### src/rtl/regfile_writeback.sv
// regfile_writeback: owns the register-file write port.
// ALU results are written one edge after they arrive and always win the port.
// Load results queue in a small FIFO and drain when the ALU is idle. A newer
// ALU write to the same register clears the valid bit of older buffered loads,
// so a stale load can never overwrite a newer value.
// Optional feature macro: WB_LOAD_BYPASS_EN. When defined, a load arriving at
// an empty FIFO with no ALU traffic goes straight to wb_* on the same edge.
module regfile_writeback #(
    parameter int DATA_W     = 32,
    parameter int ADDR_W     = 5,
    parameter int FIFO_DEPTH = 4
) (
    input  logic                                  clk,
    input  logic                                  rst,
    input  logic                                  alu_valid,
    input  logic [ADDR_W-1:0]                     alu_rd,
    input  logic [DATA_W-1:0]                     alu_data,
    input  logic                                  mem_valid,
    output logic                                  mem_ready,
    input  logic [ADDR_W-1:0]                     mem_rd,
    input  logic [DATA_W-1:0]                     mem_data,
    output logic                                  wb_we,
    output logic [ADDR_W-1:0]                     wb_rd,
    output logic [DATA_W-1:0]                     wb_data,
    output logic [$clog2(FIFO_DEPTH+1)-1:0]       fifo_count
);

    localparam int PTR_W = (FIFO_DEPTH > 1) ? $clog2(FIFO_DEPTH) : 1;
    localparam int CNT_W = $clog2(FIFO_DEPTH + 1);

    // Load buffer storage: valid bit may be cleared by a later ALU write.
    logic              valid_r [FIFO_DEPTH];
    logic [ADDR_W-1:0] rd_r    [FIFO_DEPTH];
    logic [DATA_W-1:0] data_r  [FIFO_DEPTH];
    logic [PTR_W-1:0]  wr_ptr_r;
    logic [PTR_W-1:0]  rd_ptr_r;
    logic [CNT_W-1:0]  count_r;

    logic              accept_s;
    logic              alu_wr_s;
    logic              bypass_s;
    logic              push_s;
    logic              push_valid_s;
    logic              pop_s;
    logic              wb_we_s;
    logic [ADDR_W-1:0] wb_rd_s;
    logic [DATA_W-1:0] wb_data_s;

    // Ready depends only on occupancy, never on mem_valid.
    assign mem_ready  = (count_r < CNT_W'(FIFO_DEPTH));
    assign fifo_count = count_r;

    assign accept_s = mem_valid && mem_ready;
    assign alu_wr_s = alu_valid && (alu_rd != {ADDR_W{1'b0}});

`ifdef WB_LOAD_BYPASS_EN
    assign bypass_s = accept_s && (mem_rd != {ADDR_W{1'b0}}) &&
                      (count_r == {CNT_W{1'b0}}) && !alu_valid;
`else
    assign bypass_s = 1'b0;
`endif

    // Loads to x0 complete the handshake but are dropped here.
    assign push_s       = accept_s && (mem_rd != {ADDR_W{1'b0}}) && !bypass_s;
    // A load colliding with a same-cycle ALU write to its register is older.
    assign push_valid_s = !(alu_valid && (alu_rd == mem_rd));
    // The FIFO only drains on cycles the ALU leaves the port free.
    assign pop_s        = !alu_valid && (count_r != {CNT_W{1'b0}});

    // Write-port arbitration: ALU first, then bypass, then FIFO head, else hold.
    always_comb begin
        wb_we_s   = 1'b0;
        wb_rd_s   = wb_rd;
        wb_data_s = wb_data;
        if (alu_valid) begin
            if (alu_rd != {ADDR_W{1'b0}}) begin
                wb_we_s   = 1'b1;
                wb_rd_s   = alu_rd;
                wb_data_s = alu_data;
            end else begin
                wb_we_s   = 1'b0;
            end
        end else if (bypass_s) begin
            wb_we_s   = 1'b1;
            wb_rd_s   = mem_rd;
            wb_data_s = mem_data;
        end else if (pop_s) begin
            wb_we_s   = valid_r[rd_ptr_r];
            wb_rd_s   = rd_r[rd_ptr_r];
            wb_data_s = data_r[rd_ptr_r];
        end else begin
            wb_we_s   = 1'b0;
        end
    end

    // Registered write-port outputs.
    always_ff @(posedge clk or posedge rst) begin
        if (rst) begin
            wb_we   <= 1'b0;
            wb_rd   <= {ADDR_W{1'b0}};
            wb_data <= {DATA_W{1'b0}};
        end else begin
            wb_we   <= wb_we_s;
            wb_rd   <= wb_rd_s;
            wb_data <= wb_data_s;
        end
    end

    // FIFO state: squash matching entries, then push/pop and update occupancy.
    always_ff @(posedge clk or posedge rst) begin
        if (rst) begin
            for (int i = 0; i < FIFO_DEPTH; i++) begin
                valid_r[i] <= 1'b0;
                rd_r[i]    <= {ADDR_W{1'b0}};
                data_r[i]  <= {DATA_W{1'b0}};
            end
            wr_ptr_r <= {PTR_W{1'b0}};
            rd_ptr_r <= {PTR_W{1'b0}};
            count_r  <= {CNT_W{1'b0}};
        end else begin
            for (int i = 0; i < FIFO_DEPTH; i++) begin
                if (alu_wr_s && (rd_r[i] == alu_rd)) begin
                    valid_r[i] <= 1'b0;
                end
            end
            // The push slot is never occupied, so it cannot clash with a squash.
            if (push_s) begin
                valid_r[wr_ptr_r] <= push_valid_s;
                rd_r[wr_ptr_r]    <= mem_rd;
                data_r[wr_ptr_r]  <= mem_data;
                wr_ptr_r          <= wr_ptr_r + PTR_W'(1);
            end
            if (pop_s) begin
                rd_ptr_r <= rd_ptr_r + PTR_W'(1);
            end
            count_r <= count_r + CNT_W'(push_s) - CNT_W'(pop_s);
        end
    end

endmodule

### config.mk
export PLATFORM = sky130hd
export DESIGN_NAME = regfile_writeback
export DESIGN_NICKNAME = d
export VERILOG_FILES = /design/src/rtl/regfile_writeback.sv
export SDC_FILE = /design/constraint.sdc
export NUM_CORES = 1
export LEC_CHECK = 0
export CAP_MARGIN = 25
export CORE_UTILIZATION = 40
export CTS_CLUSTER_DIAMETER = 40
export DETAILED_ROUTE_END_ITERATION = 16
export GPL_TIMING_DRIVEN = 0
export SETUP_SLACK_MARGIN = 0.1
export SKIP_LAST_GASP = 1
export SYNTH_ARGS = -nofsm -noshare
export SYNTH_HDL_FRONTEND = slang
export SYNTH_SLANG_ARGS = --single-unit
### constraint.sdc
create_clock -name clk -period 8.4 [get_ports clk]
set_input_delay 1.68 -clock clk [delete_from_list [all_inputs] [get_ports clk]]
set_output_delay 1.68 -clock clk [all_outputs]
set_load 0.01 [all_outputs]
==> load_flow_metrics.sql <==
INSERT INTO impl_metrics (metric_group, metric, value, unit) VALUES
('outcome', 'outcome', 'completed', ''),
('critical_path', 'arrival', '4.51', 'ns'),
('drt', 'drt_first_iter_violations', '343', ''),
('floorplanning', 'design.core.area', '0.02285', 'mm2'),
('cts', 'clk_root_buffer_cell', 'sky130_fd_sc_hd__clkbuf_16', ''),
('worst_hold_path', 'hp-class', 'reg -> reg', ''),
('pwr', 'static-leakage-power', '5.020', 'nW'),
('drt', 'drc_errors', '0', ''),
('timing', 'worst_clock_skew', '0.008236', 'ns'),
('finish', 'num-nets-final', '913', ''),
('pwr', 'power_density', '363.5', 'mW/mm2'),
('cts', 'tritoncts', 'built', ''),
('synth', 'syn_area_per_cell', '13.50', 'um2'),
('synth', 'count_of_mapped_cells_out_of_synthesis', '696', ''),
('timing', 'rsz0062_at_grt', 'no', ''),
('timing', 'period_share', '49.39', '%'),
('global_routing', 'first_global_vias', '6624', ''),
('finish', 'ant_cells', '0', ''),
('timing', 'timing_worst_slew_pin_value', '0.9426', 'ns'),
('drt', 'avgViaCountPerCell', '5.211', ''),
('timing', 'hold_viol_final', '0', ''),
('cts', 'clk_pin_slew_worst_paths', '0.07', 'ns'),
('timing', 'finalCriticalPeriod', '4.149', 'ns'),
('floorplanning', 'rows', '55', ''),
('floorplanning', 'start_util', '41.11', '%'),
('drt', 'drtAntennaViolNets', '0', ''),
('critical_path', 'critPathRequiredTime', '8.76', 'ns'),
('synth', 'synthesis.area', '0.009393', 'mm2'),
('synth', 'yosys_most_used_dff', 'sky130_fd_sc_hd__dfrtp_1', ''),
('critical_path', 'startpoint_type', 'primary input', ''),
('synth', 'synth-edff-count', '0', ''),
('cts', 'cts.sinks', '197', ''),
('floorplanning', 'die_wd', '155.2', 'um'),
('critical_path', 'setup.worst_path.class', 'in -> reg', ''),
('timing', 'fmax', '0.2410', 'GHz'),
('global_routing', 'grt_start_max_net_pins', '122', ''),
('critical_path', 'worstPathMaxFanout', '6', ''),
('drt', 'wl', '22130', 'um'),
('placement', 'finalWeightedCongestion', '0.8728', ''),
('timing', 'max-slew-margin-rel', '36.93', '%'),
('finish', 'fillers', '1995', ''),
('timing', 'timing.final.setup_violations', '0', ''),
('pwr', 'ir_drop', '0.0001524', 'V'),
('finish', 'post_route_cells_drive_above_1_share', '30.20', '%'),
('timing', 'report.final.slew_viol_count', '0', ''),
('drt', 'drt_pass1_iterations', '7', ''),
('synth', 'netlist-cell-type-count', '31', ''),
('global_routing', 'antenna_found_initial', '1', ''),
('cts', 'clk_latency', '0.43', 'ns'),
('cts', 'tritoncts.num_buffers', '17', ''),
('cts', 'cts_max_path_buffers', '2', ''),
('synth', 'ys_ff_latch', '197', ''),
('placement', 'hpwl', '15230', 'um'),
('pwr', 'power.total', '4.188', 'mW'),
('global_routing', 'leftover_overflow_at_the_end_of_global_routing', '0', ''),
('finish', 'synthToLayoutAreaGrowth', '22.67', '%'),
('synth', 'proportion_of_synthesized_flip_flops_having_asynchronous_set_or_reset', '100.0', '%'),
('drt', 'via_count', '6014', ''),
('synth', 'number_of_nets_produced_by_synthesis', '781', ''),
('cts', 'cts.repair_timing.setup_buffer_count', '0', ''),
('floorplanning', 'io_pins', '120', ''),
('critical_path', 'timing.critical_path.to_type', 'register', ''),
('finish', 'fin_util', '50.43', '%'),
('cts', 'ctsHoldBuffers', '0', ''),
('placement', 'place.port_buffers', '112', ''),
('global_routing', 'groute.usage.overall', '19.39', '%'),
('cts', 'cts_resized', '0', ''),
('floorplanning', 'fp.dieArea', '0.02410', 'mm2'),
('run', 'max_cap_violations', '0', ''),
('drt', 'detail_route.wl_per_cell', '19.18', 'um'),
('cts', 'total_number_of_h_tree_levels', '4', ''),
('floorplanning', 'die_h', '155.2', 'um'),
('global_routing', 'grt_first_pass_wirelength', '35520', 'um'),
('synth', 'synth.yosys.seq_area_share', '52.48', '%'),
('synth', 'ys_warns', '0', '');
## registers in the layout (all words and copies together) (netlist names)
signal,flops
data_r,128
fifo_count,3
rd_ptr_r,2
rd_r,20
valid_r,4
wb_data,32
wb_rd,5
wb_we,1
wr_ptr_r,2
## through the flow
stage	hold slack, ns	instances	setup TNS [ns]	setup slack (ns)	area, um2
floorplan	0.4651	696	0	1.351	9393
global placement	0.4749	1121	-181.30	-0.9347	10910
detailed placement	0.4847	1122	0	3.815	10940
CTS	0.5004	1154	0	4.264	11520
global route	0.5131	1154	0	4.032	11520
finish	0.4999	1154	0	4.251	11520
## final timing paths
path | slack [ns] | depth (start not counted) | to | startpoint
max in group asynchronous | 5.66 | 3 | rd_r[2]$_DFFE_PP0P_ | rst
setup / recovery | 4.25 | 9 | fifo_count[2]$_DFF_PP0_ | mem_rd[2]
min in group asynchronous | 1.74 | 2 | wb_data[22]$_DFFE_PP0P_ | rst
hold / removal | 0.50 | 1 | data_r[22]$_DFFE_PP0P_ | data_r[22]$_DFFE_PP0P_
setup reg to reg | 5.65 | 8 | fifo_count[2]$_DFF_PP0_ | fifo_count[2]$_DFF_PP0_
hold reg to reg | 0.50 | 1 | data_r[22]$_DFFE_PP0P_ | data_r[22]$_DFFE_PP0P_
## layout by cell type, fill, tap and decap left out, types with 3 or more instances in the layout
cell type / netlist / layout
sky130_fd_sc_hd__a211oi_1: 36 / 36
sky130_fd_sc_hd__a221oi_1: 36 / 36
sky130_fd_sc_hd__buf_2: 17 / 17
sky130_fd_sc_hd__buf_4: 9 / 9
sky130_fd_sc_hd__buf_6: 4 / 4
sky130_fd_sc_hd__clkbuf_1: 19 / 20
sky130_fd_sc_hd__clkbuf_16: 0 / 17
sky130_fd_sc_hd__clkdlybuf4s50_1: 0 / 112
sky130_fd_sc_hd__clkinv_2: 0 / 3
sky130_fd_sc_hd__clkinvlp_4: 0 / 3
sky130_fd_sc_hd__dfrtp_1: 197 / 197
sky130_fd_sc_hd__ha_1: 6 / 6
sky130_fd_sc_hd__inv_1: 43 / 42
sky130_fd_sc_hd__inv_6: 0 / 3
sky130_fd_sc_hd__mux2_1: 4 / 4
sky130_fd_sc_hd__mux2_2: 151 / 151
sky130_fd_sc_hd__mux2_4: 30 / 30
sky130_fd_sc_hd__mux2i_1: 36 / 36
sky130_fd_sc_hd__nand2_1: 10 / 10
sky130_fd_sc_hd__nand3_1: 4 / 4
sky130_fd_sc_hd__nor2b_1: 37 / 37
sky130_fd_sc_hd__nor4_1: 5 / 5
sky130_fd_sc_hd__o211ai_2: 4 / 4
sky130_fd_sc_hd__o22ai_1: 4 / 4
sky130_fd_sc_hd__xnor2_1: 17 / 17
sky130_fd_sc_hd__xor2_1: 13 / 13
## cells by family (layout without fill, tap and decap cells)
| kind of cell | after synthesis | in the layout | synth area share, % |
|---|---|---|---|
| buffers and inverters | 92 | 237 | 4.582 |
| xor gates and xnor gates | 30 | 30 | 2.797 |
| and+or+nand+nor | 63 | 63 | 3.916 |
| AOI/OAI and AO/OA | 84 | 84 | 7.513 |
| adders and majority gates | 7 | 7 | 1.012 |
| DFF | 197 | 197 | 52.48 |
| muxes | 223 | 223 | 27.69 |
## cells in the mapped netlist (2+ instances only)
| library cell | count | area (um2) |
|---|---|---|
| sky130_fd_sc_hd__buf_2 | 17 | 85.08 |
| sky130_fd_sc_hd__inv_1 | 43 | 161.4 |
| sky130_fd_sc_hd__nor2_1 | 2 | 7.510 |
| sky130_fd_sc_hd__a221oi_1 | 36 | 315.3 |
| sky130_fd_sc_hd__xnor2_1 | 17 | 148.9 |
| sky130_fd_sc_hd__or4_4 | 2 | 22.52 |
| sky130_fd_sc_hd__clkbuf_1 | 19 | 71.32 |
| sky130_fd_sc_hd__o211ai_2 | 4 | 50.05 |
| sky130_fd_sc_hd__mux2_1 | 4 | 45.04 |
| sky130_fd_sc_hd__mux2i_1 | 36 | 360.4 |
| sky130_fd_sc_hd__mux4_2 | 2 | 45.04 |
| sky130_fd_sc_hd__xor2_1 | 13 | 113.9 |
| sky130_fd_sc_hd__buf_4 | 9 | 67.56 |
| sky130_fd_sc_hd__nand2_1 | 10 | 37.54 |
| sky130_fd_sc_hd__nor4_1 | 5 | 31.28 |
| sky130_fd_sc_hd__mux2_2 | 151 | 1700 |
| sky130_fd_sc_hd__a211oi_1 | 36 | 270.3 |
| sky130_fd_sc_hd__mux2_4 | 30 | 450.4 |
| sky130_fd_sc_hd__ha_1 | 6 | 75.07 |
| sky130_fd_sc_hd__buf_6 | 4 | 45.04 |
| sky130_fd_sc_hd__nor2b_1 | 37 | 231.5 |
| sky130_fd_sc_hd__nand3_1 | 4 | 20.02 |
| sky130_fd_sc_hd__o22ai_1 | 4 | 25.02 |
| sky130_fd_sc_hd__dfrtp_1 | 197 | 4930 |
| sky130_fd_sc_hd__o21ai_4 | 2 | 32.53 |
## where the power goes
group	switching, mW	total [mW]	internal [mW]
clock network	0.370	0.813	0.443
logic	0.710	1.67	0.964
registers	0.267	1.70	1.43
total	1.35	4.19	2.84
## layer usage
layer  part of all wire [%]  track usage, %
met4                    1.1           5.369
met2                     49           32.22
met1                     46           25.84
met3                    3.8           3.816
met5                      0               0
## worst max-delay path, cell delays in order
cell	delay, ns
sky130_fd_sc_hd__clkdlybuf4s50_1	0.56
sky130_fd_sc_hd__or4_4	0.61
sky130_fd_sc_hd__o21ai_0	0.51
sky130_fd_sc_hd__ha_1	0.22
sky130_fd_sc_hd__inv_1	0.05
sky130_fd_sc_hd__ha_1	0.19
sky130_fd_sc_hd__fa_1	0.38
sky130_fd_sc_hd__xnor2_1	0.19
sky130_fd_sc_hd__xnor2_1	0.14
## final cells by class
cell class | instances | area, um2 | share of cell area (%)
sequential | 197 | 4930 | 42.78
clock inverter | 14 | 152.6 | 1.325
clock buffer | 18 | 429.2 | 3.725
timing repair buffer | 113 | 1149 | 9.968
tap | 313 | 391.6 | 3.399
buffer | 49 | 269.0 | 2.335
multi-input combinational | 407 | 4033 | 35.00
inverter | 43 | 168.9 | 1.466
No activity file was read; power rests on OpenSTA's default activity.
